[config.mk]
export PLATFORM = sky130hd
export DESIGN_NAME = jtag_tap_registers
export DESIGN_NICKNAME = d
export VERILOG_FILES = /design/src/rtl/jtag_tap_registers.sv
export SDC_FILE = /design/constraint.sdc
export NUM_CORES = 1
export LEC_CHECK = 0
export ABC_CLOCK_PERIOD_IN_PS = 2400
export BUFFER_PORTS_ARGS = -buffer_cell sky130_fd_sc_hd__buf_4
export CAP_MARGIN = 20
export CORE_MARGIN = 2
export CORE_UTILIZATION = 45
export CTS_BUF_LIST = sky130_fd_sc_hd__clkbuf_16
export CTS_CLUSTER_DIAMETER = 80
export DETAILED_ROUTE_END_ITERATION = 12
export GPL_TIMING_DRIVEN = 1
export PLACE_DENSITY_LB_ADDON = 0.3
export SYNTH_ARGS = -nofsm -noshare
export SYNTH_HDL_FRONTEND = slang
export SYNTH_SLANG_ARGS = --single-unit
[constraint.sdc]
create_clock -name tck -period 2.4 [get_ports tck]
set_input_delay 0.48 -clock tck [delete_from_list [all_inputs] [get_ports tck]]
set_output_delay 0.48 -clock tck [all_outputs]
set_load 0.01 [all_outputs]
[src/rtl/jtag_tap_registers.sv]
// jtag_tap_registers: IR plus BYPASS/IDCODE/USER data registers driven by the decoded TAP state
module jtag_tap_registers #(
  parameter int IR_WIDTH = 4,
  parameter logic [31:0] IDCODE_VALUE = 32'h1500_1687,
  parameter int USER_DR_WIDTH = 8,
  parameter logic [IR_WIDTH-1:0] INSTR_IDCODE = 'h1,
  parameter logic [IR_WIDTH-1:0] INSTR_USER = 'h8
) (
  input  logic                     tck,
  input  logic                     reset,
  input  logic [3:0]               state,
  input  logic                     tdi,
  output logic                     tdo,
  output logic                     tdo_en,
  output logic [IR_WIDTH-1:0]      ir_out,
  output logic                     sel_bypass,
  output logic                     sel_idcode,
  output logic                     sel_user,
  input  logic [USER_DR_WIDTH-1:0] user_dr_in,
  output logic [USER_DR_WIDTH-1:0] user_dr_out,
  output logic                     user_update
);
  typedef enum logic [3:0] {
    TLR, RTI, SEL_DR, CAP_DR, SH_DR, EX1_DR, PAU_DR, EX2_DR,
    UPD_DR, SEL_IR, CAP_IR, SH_IR, EX1_IR, PAU_IR, EX2_IR, UPD_IR
  } tap_state_t;
  localparam logic [IR_WIDTH-1:0] IR_CAP = 'b01;
  logic [IR_WIDTH-1:0]      ir_shift;
  logic                     bypass_sr;
  logic [31:0]              idcode_sr;
  logic [USER_DR_WIDTH-1:0] user_sr;
  logic [USER_DR_WIDTH-1:0] user_shifted;
  logic                     cap_dr;
  logic                     sh_dr;
  assign sel_idcode = ir_out == INSTR_IDCODE;
  assign sel_user   = ir_out == INSTR_USER;
  assign sel_bypass = !sel_idcode && !sel_user;
  assign cap_dr = state == CAP_DR;
  assign sh_dr  = state == SH_DR;
  assign tdo_en = sh_dr || state == SH_IR;
  // built this way so a one-bit USER register still shifts correctly
  always_comb begin
    user_shifted = user_sr >> 1;
    user_shifted[USER_DR_WIDTH-1] = tdi;
  end
  always_comb begin
    tdo = state == SH_IR ? ir_shift[0] :
          !sh_dr         ? 1'b0 :
          sel_idcode     ? idcode_sr[0] :
          sel_user       ? user_sr[0] : bypass_sr;
  end
  always_ff @(posedge tck) begin
    if (reset || state == TLR) begin
      ir_out      <= INSTR_IDCODE;
      ir_shift    <= '0;
      bypass_sr   <= 1'b0;
      idcode_sr   <= IDCODE_VALUE;
      user_sr     <= '0;
      user_update <= 1'b0;
      if (reset) user_dr_out <= '0;
    end else begin
      user_update <= state == UPD_DR && sel_user;
      if (state == CAP_IR) ir_shift <= IR_CAP;
      if (state == SH_IR) ir_shift <= {tdi, ir_shift[IR_WIDTH-1:1]};
      if (state == UPD_IR) ir_out <= ir_shift;
      if (sel_bypass && (cap_dr || sh_dr)) bypass_sr <= sh_dr && tdi;
      if (sel_idcode && cap_dr) idcode_sr <= IDCODE_VALUE;
      if (sel_idcode && sh_dr) idcode_sr <= {tdi, idcode_sr[31:1]};
      if (sel_user && cap_dr) user_sr <= user_dr_in;
      if (sel_user && sh_dr) user_sr <= user_shifted;
      if (sel_user && state == UPD_DR) user_dr_out <= user_sr;
    end
  end
endmodule

==> summary.txt <==
Power
  • VDD IR max: approximately 0.44 mV
  • P_leak: 1.22 nW
  • Power Dens Cells: about 790 mW/mm²

Synth
  • Register area share after synthesis: 0.542
  • Netlist cell types: 39
  • Post-synth ARST share: 0
  • Warnings, synthesis: 0
  • Post-Syn Area: about 0.0023 mm²
  • Number of synthesized flops with an enable pin: 8
  • Average cell area after synthesis: between 10 and 15 µm²
  • Post-synthesis register bit count: 58
  • Mapped Cells: 210
  • Most used DFF post-synth: dfxtp_1
  • Synthesized Nets: roughly 230

Clock tree
  • CTS root buf: clkbuf_16
  • CTS tree: built
  • Clk sinks: 58
  • Clock Pin Slew Worst Setup and Hold Paths: 0.05 ns
  • Total CTS buffers: 9
  • Clk buf depth: 2
  • CTS H-tree lvls: 3
  • Skew-Pair Late Insertion Delay: 0.32 ns

Drt
  • Via count: 1693
  • Vias/cell: 5.21
  • Pre-antenna DRT Iters: 4
  • 1st-iter DRT viols: 76
  • Final WL: roughly 4500 µm
  • ANT nets after route: 0
  • Routed length per instance: about 14 µm
  • DR DRC count: 0

Place
  • Post-DP Area: 0.00258 mm²
  • Setup slack after placement: ~0.24 ns
  • Hpwl dp: about 2800 µm
  • IO Port Bufs: 32
  • Final RePlAce weighted congestion: 0.843
  • Post-Place Cells: approximately 300

STA
  • Tcrit/Tclk final: 1.02
  • Final Hold Fails: 0
  • Min Clock Period, post-route: approximately 2.4 ns
  • Post-Route Skew: 0.00655 ns
  • Fmax: 409 MHz
  • RSZ-0062 raised after global routing: true
  • Max-slew headroom: 0.560
  • Setup ws final: -0.0426 ns
  • Final setup viols: 1
  • WHS: 0.435 ns
  • Total Neg Setup Slack: -0.0426 ns
  • Pin slew with the least headroom to its limit: approximately 0.65 ns
  • Count of final max-slew check failures: 0

GRT
  • GRT Util Overall: 0.171
  • Largest net degree at the start of global routing: 30
  • First-pass GRT wire length: 7120 µm
  • Initial antenna violation count: 0
  • Grt ovf: 0
  • Vias in the first global route: 1573

Critical path
  • Worst path arrival time: 1.96 ns
  • Crit path buf inv count: 1
  • Critical-path top delay cell: dfxtp_4
  • CP Cell Sequence: nor4b_4, mux2_4, mux2_4, a32o_1, buf_6
  • Worst setup SP type: flop
  • Crit end category: primary output
  • Crit-path leading delay family: multiplexers
  • Max FO, Critical Path: 4
  • CP Class: flop to primary output
  • Top cell by count, worst path: mux2_4
  • CP Data Required Time: about 1.9 ns
  • Slowest stage delay, CP: 0.36 ns

Outcome
  • Failing checks: setup timing
  • Outcome: complete, but fails checks

Floorplanning
  • Die Ht: 75.4 µm
  • Die width: around 75 µm
  • Initial core utilization: 0.476
  • Cell Rows: 25
  • # IOs: 33
  • Area of the core: 0.00482 mm²
  • Die ar.: 0.00568 mm²

Finish
  • Area of the multi-input gates: 968 µm²
  • Final Non-Filler Cells: 325
  • Ratio of cells with drive above 1 in the final layout: 0.298
  • Layout fillers: 419
  • Syn-to-layout area delta: 27.4%
  • ANT cells: 0
  • Final Cell Area: 0.00292 mm²
  • Final Net Count: 268
  • Register area: 0.00125 mm²

Min path
  • Hold WC Path Type: input pin to flop

Flow run
  • Max-Cap Viols: 0
final cells by class:
cell class                      count  share of cell area
Sequential cell                    58               0.428
Timing Repair Buffer               44               0.114
Clock buffer                        9              0.0772
Inverter                            1             0.00129
Tap cell                           67              0.0287
Clock inverter                      7              0.0184
Multi-Input combinational cell    139               0.332
registers in the layout (all words and copies together) (netlist names):
name,flops
user_update,1
user_sr,8
bypass_sr,1
user_dr_out,8
ir_shift,4
ir_out,4
idcode_sr,32
final timing paths:
check                                   start              to  slack (ns)  depth (start not counted)
worst min register to register    ir_shift[1]     ir_shift[1]        0.46                          2
worst max-delay path                ir_out[1]             tdo       -0.04                          5
worst min-delay path            user_dr_in[1]      user_sr[1]        0.44                          3
worst max register to register      ir_out[1]  user_dr_out[1]        0.50                          7
layout by cell type (no fill, tap or decap), types with 2 or more instances in the layout:
master and n:
a21oi_1 6, clkinv_1 3, and2_1 9, mux2i_1 11
dfxtp_1 47, dfxtp_4 2, nor2_1 28, o2bb2ai_1 8
a22oi_1 17, clkbuf_16 9, nand3_1 4, inv_1 3
buf_4 43, or2_2 2, mux2_4 2, edfxtp_1 8
nor4b_4 3, a22oi_2 4, nand2_1 15, nand2_2 2
o22ai_1 10
repair_timing:
item | 4_1_cts | 5_1_grt
resized for setup | 6 | 2
endpoints found under the setup margin | 1 | 1
setup buffers | 3 | 2
hold buffers | 0 | 0
pin swaps | 1 | 1
synthesized netlist by cell type (2+ instances only):
cell type  instances  share of area
o22ai_1           10          0.027
o2bb2ai_1          8          0.031
nand2_1           15          0.025
nor4b_4            3          0.031
nor2_1            28          0.046
buf_6              5          0.025
clkbuf_1           4         0.0066
a22oi_2            4          0.022
a21oi_1            6          0.013
nand2_2            2         0.0055
edfxtp_1           8           0.10
a22oi_1           17          0.056
dfxtp_1           50           0.44
buf_2              2         0.0044
and2_1             9          0.025
nand3_1            4         0.0087
mux2i_1           11          0.048
mux2_2             2         0.0098
or2_2              2         0.0055
worst register-to-register path: stages (launching register included):
cell     delay (ns)
dfxtp_4        0.36
nor4b_4        0.35
buf_4          0.17
buf_4          0.09
buf_4          0.09
buf_4          0.14
and4_1         0.18
or2_2          0.21
cells by family after synthesis:
| family | Yosys count | synth area share |
|---|---|---|
| compound gates | 55 | 0.184 |
| xor+xnor | 1 | 0.00382 |
| buf+inv | 13 | 0.0388 |
| flops | 58 | 0.542 |
| mux | 13 | 0.0579 |
| simple gates | 70 | 0.174 |
where the power goes:
| part | switching (mW) | internal, mW | total (mW) |
|---|---|---|---|
| combinational | 0.0708 | 0.0546 | 0.125 |
| sequential | 0.00751 | 0.998 | 1.01 |
| clock | 0.393 | 0.779 | 1.17 |
| total | 0.472 | 1.83 | 2.30 |
per-stage QoR:
step	total power, mW	util
after floorplan	1.10	-
after CTS	2.33	0.602
after detailed placement	1.15	0.536
after global routing	2.38	0.606
final	2.30	0.606
after global placement	1.15	0.536
metal layers:
metal  routed length (µm)  track usage  vias to the layer above
met2                 2150        0.256                       39
met3                  196       0.0450                        9
met5                    0            0                        -
met1                 2080        0.219                      789
li1                     -            -                      856
met4                   97        0.111                        0
Note: power is estimated with default switching activity, not from simulation.
